==> config.mk <==
export PLATFORM = sky130hd
export DESIGN_NAME = branch_predictor_flat
export DESIGN_NICKNAME = d
export VERILOG_FILES = /design/src/rtl/branch_predictor_if.sv /design/src/rtl/branch_predictor.sv /design/src/flat_wrapper.sv
export SDC_FILE = /design/constraint.sdc
export NUM_CORES = 1
export LEC_CHECK = 0
export ABC_CLOCK_PERIOD_IN_PS = 28000
export CORE_MARGIN = 1.5
export CORE_UTILIZATION = 65
export CTS_BUF_LIST = sky130_fd_sc_hd__clkbuf_2 sky130_fd_sc_hd__clkbuf_4 sky130_fd_sc_hd__clkbuf_8
export DETAILED_ROUTE_END_ITERATION = 16
export PLACE_DENSITY = 0.92
export SYNTH_ARGS = -nofsm -noshare
export SYNTH_HDL_FRONTEND = slang
export SYNTH_SLANG_ARGS = --single-unit
==> constraint.sdc <==
create_clock -name clk -period 28 [get_ports clk]
set_input_delay 2.8 -clock clk [delete_from_list [all_inputs] [get_ports clk]]
set_output_delay 2.8 -clock clk [all_outputs]
set_load 0.005 [all_outputs]
==> src/rtl/branch_predictor_if.sv <==
// Signal bundle between the pipeline and branch_predictor.
//   master : pipeline side; drives fetch lookup and resolve info, reads predictions.
//   slave  : predictor side.
// Fetch : lookup_en, lookup_pc, stall -> pred_hit, pred_taken, pred_target, pred_ghr
// Resolve: upd_valid, upd_pc, upd_taken, upd_target, upd_pred_taken,
//          upd_pred_target, upd_ghr -> mispredict, redirect_pc
// Stats  : br_cnt, mp_cnt
interface branch_predictor_if #(
  parameter int unsigned ADDR_W = 16,
  parameter int unsigned IDX_W  = 4,
  parameter int unsigned STAT_W = 16
) ();
  logic              lookup_en;
  logic [ADDR_W-1:0] lookup_pc;
  logic              stall;
  logic              pred_hit;
  logic              pred_taken;
  logic [ADDR_W-1:0] pred_target;
  logic [IDX_W-1:0]  pred_ghr;
  logic              upd_valid;
  logic [ADDR_W-1:0] upd_pc;
  logic              upd_taken;
  logic [ADDR_W-1:0] upd_target;
  logic              upd_pred_taken;
  logic [ADDR_W-1:0] upd_pred_target;
  logic [IDX_W-1:0]  upd_ghr;
  logic              mispredict;
  logic [ADDR_W-1:0] redirect_pc;
  logic [STAT_W-1:0] br_cnt;
  logic [STAT_W-1:0] mp_cnt;

  modport master (
    output lookup_en, lookup_pc, stall,
    output upd_valid, upd_pc, upd_taken, upd_target,
    output upd_pred_taken, upd_pred_target, upd_ghr,
    input  pred_hit, pred_taken, pred_target, pred_ghr,
    input  mispredict, redirect_pc, br_cnt, mp_cnt
  );

  modport slave (
    input  lookup_en, lookup_pc, stall,
    input  upd_valid, upd_pc, upd_taken, upd_target,
    input  upd_pred_taken, upd_pred_target, upd_ghr,
    output pred_hit, pred_taken, pred_target, pred_ghr,
    output mispredict, redirect_pc, br_cnt, mp_cnt
  );
endinterface

==> src/rtl/branch_predictor.sv <==
// Fetch-stage branch predictor: direct-mapped BTB, saturating direction
// counters (bimodal or gshare indexing) and a speculative global history.
// Ports:
//   clk, rst : clock, asynchronous active-high reset
//   bp       : branch_predictor_if slave (lookup, resolve/update, statistics)
// Predictions and mispredict/redirect are combinational; all table, history
// and statistics state updates on the rising clock edge.
module branch_predictor #(
  parameter int unsigned ADDR_W  = 16,
  parameter int unsigned ENTRIES = 16,
  parameter int unsigned CTR_W   = 2,
  parameter int unsigned MODE    = 0,
  parameter int unsigned STAT_W  = 16
) (
  input logic               clk,
  input logic               rst,
  branch_predictor_if.slave bp
);
  localparam int unsigned IDX_W = $clog2(ENTRIES);
  localparam int unsigned TAG_W = ADDR_W - IDX_W;
  // Weakly-not-taken: MSB clear, all lower bits set.
  localparam logic [CTR_W-1:0] CTR_RST = CTR_W'((2 ** (CTR_W - 1)) - 1);

  logic [ENTRIES-1:0] valid_q, valid_d;
  logic [TAG_W-1:0]   tag_q    [ENTRIES];
  logic [TAG_W-1:0]   tag_d    [ENTRIES];
  logic [ADDR_W-1:0]  target_q [ENTRIES];
  logic [ADDR_W-1:0]  target_d [ENTRIES];
  logic [CTR_W-1:0]   ctr_q    [ENTRIES];
  logic [CTR_W-1:0]   ctr_d    [ENTRIES];
  logic [IDX_W-1:0]   ghr_q, ghr_d;
  logic [STAT_W-1:0]  br_cnt_q, br_cnt_d;
  logic [STAT_W-1:0]  mp_cnt_q, mp_cnt_d;

  logic [IDX_W-1:0] l_idx, l_cidx, u_idx, u_cidx;
  logic [TAG_W-1:0] l_tag, u_tag;
  logic             hit_c, taken_c, mispredict_c;

  // Table indices for the fetch lookup and the resolving branch.
  always_comb begin
    l_idx  = bp.lookup_pc[IDX_W-1:0];
    l_tag  = bp.lookup_pc[ADDR_W-1:IDX_W];
    l_cidx = (MODE == 1) ? (l_idx ^ ghr_q) : l_idx;
    u_idx  = bp.upd_pc[IDX_W-1:0];
    u_tag  = bp.upd_pc[ADDR_W-1:IDX_W];
    u_cidx = (MODE == 1) ? (u_idx ^ bp.upd_ghr) : u_idx;
  end

  // Lookup reads pre-update contents; there is no same-cycle bypass.
  assign hit_c   = bp.lookup_en & valid_q[l_idx] & (tag_q[l_idx] == l_tag);
  assign taken_c = hit_c & ctr_q[l_cidx][CTR_W-1];

  assign mispredict_c = bp.upd_valid &
                        ((bp.upd_taken != bp.upd_pred_taken) |
                         (bp.upd_taken & (bp.upd_target != bp.upd_pred_target)));

  assign bp.pred_hit    = hit_c;
  assign bp.pred_taken  = taken_c;
  assign bp.pred_target = taken_c ? target_q[l_idx] : bp.lookup_pc + ADDR_W'(1);
  assign bp.pred_ghr    = ghr_q;
  assign bp.mispredict  = mispredict_c;
  assign bp.redirect_pc = bp.upd_taken ? bp.upd_target : bp.upd_pc + ADDR_W'(1);
  assign bp.br_cnt      = br_cnt_q;
  assign bp.mp_cnt      = mp_cnt_q;

  // Next-state: table training, history shift/recovery, statistics.
  always_comb begin
    valid_d  = valid_q;
    tag_d    = tag_q;
    target_d = target_q;
    ctr_d    = ctr_q;
    ghr_d    = ghr_q;
    br_cnt_d = br_cnt_q;
    mp_cnt_d = mp_cnt_q;

    if (bp.upd_valid) begin
      if (bp.upd_taken) begin
        if (ctr_q[u_cidx] != '1) ctr_d[u_cidx] = ctr_q[u_cidx] + CTR_W'(1);
        // Taken branches allocate, replacing any alias at this index.
        valid_d[u_idx]  = 1'b1;
        tag_d[u_idx]    = u_tag;
        target_d[u_idx] = bp.upd_target;
      end else if (ctr_q[u_cidx] != '0) begin
        ctr_d[u_cidx] = ctr_q[u_cidx] - CTR_W'(1);
      end
      if (br_cnt_q != '1) br_cnt_d = br_cnt_q + STAT_W'(1);
    end

    if (mispredict_c && (mp_cnt_q != '1)) mp_cnt_d = mp_cnt_q + STAT_W'(1);

    // Recovery from the resolving branch wins over the speculative shift.
    if (mispredict_c) begin
      ghr_d = IDX_W'({bp.upd_ghr, bp.upd_taken});
    end else if (bp.lookup_en && !bp.stall && hit_c) begin
      ghr_d = IDX_W'({ghr_q, taken_c});
    end
  end

  // State registers.
  always_ff @(posedge clk or posedge rst) begin
    if (rst) begin
      valid_q  <= '0;
      ghr_q    <= '0;
      br_cnt_q <= '0;
      mp_cnt_q <= '0;
      for (int unsigned i = 0; i < ENTRIES; i++) begin
        tag_q[i]    <= '0;
        target_q[i] <= '0;
        ctr_q[i]    <= CTR_RST;
      end
    end else begin
      valid_q  <= valid_d;
      tag_q    <= tag_d;
      target_q <= target_d;
      ctr_q    <= ctr_d;
      ghr_q    <= ghr_d;
      br_cnt_q <= br_cnt_d;
      mp_cnt_q <= mp_cnt_d;
    end
  end
endmodule

==> src/flat_wrapper.sv <==
// flat-port wrapper written by rule: the top's interface ports become plain ports
module branch_predictor_flat 
#(
  parameter int unsigned ADDR_W  = 16,
  parameter int unsigned ENTRIES = 16,
  parameter int unsigned CTR_W   = 2,
  parameter int unsigned MODE    = 0,
  parameter int unsigned STAT_W  = 16
)
  (clk, rst, bp_lookup_en, bp_lookup_pc, bp_stall, bp_upd_valid, bp_upd_pc, bp_upd_taken, bp_upd_target, bp_upd_pred_taken, bp_upd_pred_target, bp_upd_ghr, bp_pred_hit, bp_pred_taken, bp_pred_target, bp_pred_ghr, bp_mispredict, bp_redirect_pc, bp_br_cnt, bp_mp_cnt);
  branch_predictor_if #(.ADDR_W(ADDR_W), .IDX_W(4), .STAT_W(STAT_W)) bp_i ();
  input logic clk;
  input logic rst;
  input wire logic [$bits(bp_i.lookup_en)-1:0] bp_lookup_en;
  input wire logic [$bits(bp_i.lookup_pc)-1:0] bp_lookup_pc;
  input wire logic [$bits(bp_i.stall)-1:0] bp_stall;
  input wire logic [$bits(bp_i.upd_valid)-1:0] bp_upd_valid;
  input wire logic [$bits(bp_i.upd_pc)-1:0] bp_upd_pc;
  input wire logic [$bits(bp_i.upd_taken)-1:0] bp_upd_taken;
  input wire logic [$bits(bp_i.upd_target)-1:0] bp_upd_target;
  input wire logic [$bits(bp_i.upd_pred_taken)-1:0] bp_upd_pred_taken;
  input wire logic [$bits(bp_i.upd_pred_target)-1:0] bp_upd_pred_target;
  input wire logic [$bits(bp_i.upd_ghr)-1:0] bp_upd_ghr;
  output wire logic [$bits(bp_i.pred_hit)-1:0] bp_pred_hit;
  output wire logic [$bits(bp_i.pred_taken)-1:0] bp_pred_taken;
  output wire logic [$bits(bp_i.pred_target)-1:0] bp_pred_target;
  output wire logic [$bits(bp_i.pred_ghr)-1:0] bp_pred_ghr;
  output wire logic [$bits(bp_i.mispredict)-1:0] bp_mispredict;
  output wire logic [$bits(bp_i.redirect_pc)-1:0] bp_redirect_pc;
  output wire logic [$bits(bp_i.br_cnt)-1:0] bp_br_cnt;
  output wire logic [$bits(bp_i.mp_cnt)-1:0] bp_mp_cnt;
  assign bp_i.lookup_en = bp_lookup_en;
  assign bp_i.lookup_pc = bp_lookup_pc;
  assign bp_i.stall = bp_stall;
  assign bp_i.upd_valid = bp_upd_valid;
  assign bp_i.upd_pc = bp_upd_pc;
  assign bp_i.upd_taken = bp_upd_taken;
  assign bp_i.upd_target = bp_upd_target;
  assign bp_i.upd_pred_taken = bp_upd_pred_taken;
  assign bp_i.upd_pred_target = bp_upd_pred_target;
  assign bp_i.upd_ghr = bp_upd_ghr;
  assign bp_pred_hit = bp_i.pred_hit;
  assign bp_pred_taken = bp_i.pred_taken;
  assign bp_pred_target = bp_i.pred_target;
  assign bp_pred_ghr = bp_i.pred_ghr;
  assign bp_mispredict = bp_i.mispredict;
  assign bp_redirect_pc = bp_i.redirect_pc;
  assign bp_br_cnt = bp_i.br_cnt;
  assign bp_mp_cnt = bp_i.mp_cnt;
  branch_predictor #(.ADDR_W(ADDR_W), .ENTRIES(ENTRIES), .CTR_W(CTR_W), .MODE(MODE), .STAT_W(STAT_W)) u_core (.clk(clk), .rst(rst), .bp(bp_i));
endmodule
==> impl_metrics.ini, run 1 <==
[outcome]
status = completed

[global_routing]
grtUsageTotal = 0.3470
antenna_found_initial = 5
grt_pass1_vias = 17927
grt-ovfl-total = 0
grt_max_degree = 181
grt_pass1_wl_mm = 105.9

[drt]
first_iter_violations = 1575
num_vias = 16616
ant_nets = 0
routed_wl_mm = 68.41
drtPass1Iterations = 6
drc = 0
wire_per_inst_um = 27.46
viasPerCell = 6.670

[synthesis]
ys_async_sr_fraction = 1.000
seq_area_frac_synth = 0.5174
synth_top_area_share = 0.5011
netlist_instances = 1825
synth_area_per_cell_um2 = 14.12
synth_area_leader_cell = dfrtp_1
ys_seq_elements = 532
synth_cell_types = 55
synth_edf_count = 0
synth_nets = 1909
yosys_warnings = 0
synth_area_um2 = 25770
synth_top_cells_by_area = dfrtp_1 (50%), mux2_2 (21%), mux4_2 (11%)
synth_flop_cell = dfrtp_1

[cts]
cts_buffers = 84
cts_tree = built
cts_sinks = 532
postCtsSetupBuffers = 0
clk_path_buf_depth = 3
root_buffer = clkbuf_8
htreeDepth = 3
clk-insertion-delay-late_ns = 0.67
cts_hold_buf = 0
post_cts_resized = 0
clkTransAtPathRegs_ns = 0.05

[critical_path]
setup.worst_path.class = input port to primary output
required_ns = 25.20
cp-end-kind = primary output
cp-start-kind = input port
worstPathArrival_ns = 7.40
crit_fanout = 66
reg2regPathDepth = 10

[sta]
finalCriticalPeriod_ns = 10.20
setup_violations = 0
grt_setup_unrepaired = false
hold_ws_ns = 0.4642
hold_violations = 0
clock-skew-final_ns = 0.03636
final_max_slew_viol_count = 0
period_share = 0.3643
setup-tns-final_ns = 0
slew_headroom = 0.1800
max_freq_mhz = 98.03
worstMarginPinSlew_ns = 1.221

[die]
start_util = 0.6621
core_area_um2 = 38920
die_x_um = 202.1
die_h_um = 202.1
design.die.area_um2 = 40850
ioPinCount = 146
rows = 72

[power_and_ir_drop]
p_leak_uw = 0.01282
peakVddDrop_mv = 0.05020
power-per-cell-area_nw_per_um2 = 74.00

[placement]
io_buffers = 144
gp_congestion = 0.8908
hpwl_mm = 40.81

[min_path]
hold_class = flop to flop
hold_depth = 1

[layout]
nets = 1999
drive_gt1_frac = 0.4317
syn2layout_area_growth_pct = 13.41
nFillCells = 2210

[job]
cap_violations = 0
==> layout make-up <==
| type | count | area [µm²] | area share |
|---|---|---|---|
| repair buffers | 170 | 1643 | 0.05621 |
| well taps | 518 | 648.1 | 0.02218 |
| clock buffers | 127 | 1629 | 0.05574 |
| clock inverters | 13 | 106.4 | 0.003639 |
| diodes | 4 | 10.01 | 0.0003425 |
| flip-flops and latches | 532 | 13330 | 0.4562 |
| inverters | 20 | 82.58 | 0.002826 |
| multi-input cells | 1107 | 11770 | 0.4028 |
==> power breakdown <==
part           internal [µW]  switching, µW
registers                941            101
logic                    253            182
clock network            379            306
total                   1570            589
==> per-stage QoR <==
| step | setup slack [ns] | util | power [µW] | instances | cell area, µm² |
|---|---|---|---|---|---|
| global placement | 17.86 | 0.7061 | 1432 | 2347 | 27480 |
| detailed placement | 17.82 | 0.7061 | 1471 | 2347 | 27480 |
| floorplan | 10.36 | - | 1333 | 1825 | 25770 |
| finish | 17.80 | 0.7509 | 2163 | 2491 | 29220 |
| CTS | 17.78 | 0.7507 | 2162 | 2487 | 29210 |
| global route | 17.52 | 0.7509 | 2249 | 2490 | 29220 |
==> metal layers <==
metal | share of wire | vias up | global-route usage
met1 | 0.38 | 8685 | 0.4472
met5 | 0.00019 | - | 0
met4 | 0.058 | 2 | 0.1902
li1 | - | 6816 | -
met3 | 0.079 | 256 | 0.07578
met2 | 0.49 | 857 | 0.5545
==> critical path, stage by stage <==
cell             delay [ns]
clkbuf_8               0.58
buf_4                  0.71
mux4_2                 0.60
mux2i_1                0.17
xor2_1                 0.23
a31oi_1                0.12
nor4_1                 0.36
and4_1                 0.50
nand2_4                0.33
mux2_4                 0.41
clkdlybuf4s50_1        0.48
==> state kept, by name, indices dropped and copies added, names as in the netlist, named ones only <==
name and flops:
u_core.tag_q 192, u_core.bp.pred_ghr 4, u_core.ctr_q 16, u_core.valid_q 16, u_core.bp.mp_cnt 16, u_core.target_q 256, u_core.bp.br_cnt 16
==> layout by cell type (no fill, tap or decap), types with 13 or more instances in the layout <==
| cell | synthesis | layout |
|---|---|---|
| dfrtp_1 | 516 | 516 |
| mux2_2 | 490 | 490 |
| clkdlybuf4s50_1 | 0 | 140 |
| mux4_2 | 131 | 131 |
| clkbuf_8 | 0 | 109 |
| nand2_1 | 90 | 90 |
| xnor2_1 | 54 | 54 |
| mux2i_1 | 40 | 40 |
| o21ai_0 | 36 | 36 |
| nand3_1 | 36 | 32 |
| xor2_1 | 29 | 29 |
| buf_4 | 5 | 27 |
| nor2_1 | 37 | 26 |
| inv_1 | 20 | 19 |
| clkbuf_4 | 0 | 19 |
| dfstp_2 | 16 | 16 |
| or2_2 | 15 | 15 |
| nand4_1 | 14 | 14 |
| nand2b_1 | 13 | 13 |
==> logic make-up (layout without fill, tap and decap cells) <==
kind of cell | Yosys count | in the layout | synth area share
xor gates and xnor gates | 83 | 83 | 0.02821
adders and majority gates | 9 | 9 | 0.004370
other | 0 | 4 | 0
DFF | 532 | 532 | 0.5174
buffers and inverters | 186 | 330 | 0.02976
AOI/OAI and AO/OA | 94 | 94 | 0.02345
and+or+nand+nor | 252 | 252 | 0.04797
muxes | 669 | 669 | 0.3488
==> synth_stat cells (3+ instances only) <==
| cell type | n |
|---|---|
| dfrtp_1 | 516 |
| mux2_2 | 490 |
| mux4_2 | 131 |
| clkbuf_1 | 102 |
| nand2_1 | 90 |
| xnor2_1 | 54 |
| mux2i_1 | 40 |
| nor2_1 | 37 |
| nand3_1 | 36 |
| o21ai_0 | 36 |
| buf_1 | 34 |
| xor2_1 | 29 |
| buf_2 | 22 |
| inv_1 | 20 |
| dfstp_2 | 16 |
| or2_2 | 15 |
| nand4_1 | 14 |
| nand2b_1 | 13 |
| and3_1 | 11 |
| o22ai_1 | 10 |
| ha_1 | 9 |
| mux2_4 | 8 |
| nor2b_1 | 8 |
| a31oi_1 | 7 |
| nor3_1 | 7 |
| a21oi_1 | 6 |
| a211oi_1 | 5 |
| a22oi_1 | 5 |
| and4_1 | 5 |
| buf_4 | 5 |
| nor4_1 | 5 |
| a221oi_1 | 4 |
| and2_1 | 4 |
| buf_6 | 3 |
| o31ai_1 | 3 |
==> worst paths after layout <==
check | startpoint | end | slack, ns
min in group asynchronous | rst | u_core.bp.pred_ghr[1]$_DFFE_PP0P_ | 2.69
hold / removal | u_core.valid_q[11]$_DFFE_PP0P_ | u_core.valid_q[11]$_DFFE_PP0P_ | 0.46
setup reg to reg | flop | u_core.ctr_q[27]$_DFFE_PP0P_ | 24.52
setup / recovery | bp_lookup_pc[0] | bp_pred_target[10] | 17.80
hold reg to reg | u_core.valid_q[11]$_DFFE_PP0P_ | u_core.valid_q[11]$_DFFE_PP0P_ | 0.46
max in group asynchronous | rst | u_core.target_q[228]$_DFFE_PP0P_ | 22.77
No activity file was read; power rests on OpenSTA's default activity.
==> inputs of run 2 (changes only) <==
--- a/config.mk
+++ b/config.mk
@@ -5,12 +5,12 @@
 export SDC_FILE = /design/constraint.sdc
 export NUM_CORES = 1
 export LEC_CHECK = 0
-export ABC_CLOCK_PERIOD_IN_PS = 28000
+export ABC_CLOCK_PERIOD_IN_PS = 8850
 export CORE_MARGIN = 1.5
-export CORE_UTILIZATION = 65
+export CORE_UTILIZATION = 56
 export CTS_BUF_LIST = sky130_fd_sc_hd__clkbuf_2 sky130_fd_sc_hd__clkbuf_4 sky130_fd_sc_hd__clkbuf_8
 export DETAILED_ROUTE_END_ITERATION = 16
-export PLACE_DENSITY = 0.92
+export PLACE_DENSITY = 0.84
 export SYNTH_ARGS = -nofsm -noshare
 export SYNTH_HDL_FRONTEND = slang
 export SYNTH_SLANG_ARGS = --single-unit
==> constraint.sdc (replaced) <==
create_clock -name clk -period 8.85 [get_ports clk]
set_input_delay 0.885 -clock clk [delete_from_list [all_inputs] [get_ports clk]]
set_output_delay 0.885 -clock clk [all_outputs]
set_load 0.005 [all_outputs]
==> impl_metrics.ini, run 2 (synthesis gave the netlist of run 1 again) <==
[layout]
syn2layout_area_growth_pct = 14.63
layout_commonest_cell = dfrtp_1
largest_register_ffs = 256
top_register = u_core.target_q
mostFrequentLayoutCells = dfrtp_1 (516), mux2_2 (490), clkdlybuf4s50_1 (140)
area.sequential_um2 = 13330
drive_gt1_frac = 0.4388
nFillCells = 3161
fin_area_um2 = 29540
nets = 2008
multi_input_area_um2 = 11770
reg_top3 = u_core.target_q x256, u_core.tag_q x192

[min_path]
hold_class = flop to flop
worstHoldEndpoint = u_core.valid_q[0]$_DFFE_PP0P_
hold_depth = 1
min_from = u_core.valid_q[0]$_DFFE_PP0P_

[drt]
drtPass1Iterations = 5
wire_per_inst_um = 25.88
routed_wl_mm = 67.22
first_iter_violations = 1513
ant_nets = 0
drc = 0
viasPerCell = 6.258
num_vias = 16257

[placement]
preCtsSetupSlack_ns = 2.659
hpwl_mm = 40.86
gp_congestion = 0.8925
placed_area_um2 = 27620
io_buffers = 144

[cts]
cts_buffers = 87
root_buffer = clkbuf_8
clk-insertion-delay-late_ns = 0.68
clk_path_buf_depth = 3
postCtsSetupBuffers = 0
post_cts_resized = 0
cts_tree = built
cts_hold_buf = 0
clkTransAtPathRegs_ns = 0.06
cts_sinks = 532
htreeDepth = 3

[critical_path]
cp-start-kind = input port
path_delay_family = buffers and inverters
setup.worst_path.class = input port to primary output
max_stage_delay_ns = 0.65
cp-end-kind = primary output
crit_buf_inv = 3
r2r_slack_ns = 5.51
r2r-end = u_core.ctr_q[31]$_DFFE_PP0P_
required_ns = 7.97
reg2regPathDepth = 10
crit_fanout = 81
path_cells = clkbuf_8, buf_4, mux4_2, mux2i_1, xor2_1, a32oi_1, nor4_1, and4_1, nand2_4, mux2_4, clkdlybuf4s50_1
critPathSlowestCell = clkbuf_8
worstPathArrival_ns = 5.32

[sta]
slew_headroom = 0.1487
worstMarginPinSlew_ns = 1.268
final_max_slew_viol_count = 0
grt_setup_unrepaired = false
setup-tns-final_ns = 0
hold_violations = 0
finalCriticalPeriod_ns = 6.204
setup_violations = 0
max_freq_mhz = 161.2
timing.final.ws_setup_ns = 2.646
clock-skew-final_ns = 0.04446
period_share = 0.7010

[die]
start_util = 0.5678
core_area_um2 = 45380
rows = 78
die_x_um = 217.5
design.die.area_um2 = 47310
ioPinCount = 146
die_h_um = 217.5

[global_routing]
grt-ovfl-total = 0
grt_max_degree = 180
grtUsageTotal = 0.2924
grt_pass1_vias = 17157
antenna_found_initial = 5
grt_pass1_wl_mm = 103.6

[power_and_ir_drop]
peakVddDrop_mv = 0.1510
power-per-cell-area_nw_per_um2 = 235.0
p_leak_uw = 0.01294

[job]
cap_violations = 0

[outcome]
status = completed
-- run 2: cell count changes in the layout (fill, tap and decap cells not counted), sizes merged --
cell,before,now
clkinvlp,1,3
clkbuf,128,143
clkinv,8,10
buf,29,35
-- run 2: area by class of cell --
| type | instances | area share |
|---|---|---|
| clock inverter | 17 | 0.004490 |
| sequential | 532 | 0.4514 |
| clock buffer | 142 | 0.06002 |
| timing repair buffer | 176 | 0.05714 |
| inverter | 20 | 0.002669 |
| multi-input combinational | 1107 | 0.3986 |
| antenna | 4 | 0.0003389 |
| tap | 600 | 0.02542 |
-- run 2: per-layer routing --
layer  share of wire  track usage  vias up
met5         0.00019            0        -
met4           0.033       0.1178        2
met3           0.074      0.05774      162
met2            0.49       0.4680      678
met1            0.40       0.3946     8580
li1                -            -     6835
-- run 2: worst max path at each step --
stage	from	to	cells after the start
6_report	bp_lookup_pc[0]	bp_pred_target[9]	11
5_1_grt	bp_lookup_pc[0]	bp_pred_target[15]	11
4_1_cts	bp_lookup_pc[0]	bp_pred_target[9]	11
3_5_place_dp	bp_lookup_pc[0]	bp_pred_target[9]	11
2_1_floorplan	rst	u_core.bp.br_cnt[0]$_DFFE_PP0P_	1
3_3_place_gp	bp_lookup_pc[0]	bp_pred_target[9]	11
-- run 2: per-stage QoR --
stage / utilization / std cells / total power, µW / hold slack [ns]
finish: 0.6509 / 2598 / 6942 / 0.4687
global route: 0.6509 / 2598 / 7238 / 0.4843
CTS: 0.6507 / 2594 / 6962 / 0.4665
detailed placement: 0.6087 / 2435 / 4653 / 0.4536
global placement: 0.6087 / 2435 / 4543 / 0.4442
floorplan: - / 1825 / 4220 / 0.4295
-- run 2: power by group --
group | switching [µW] | internal (µW) | leakage [µW]
registers | 307 | 2980 | 0.00674
logic | 551 | 800 | 0.00517
clock network | 1010 | 1300 | 0.00102
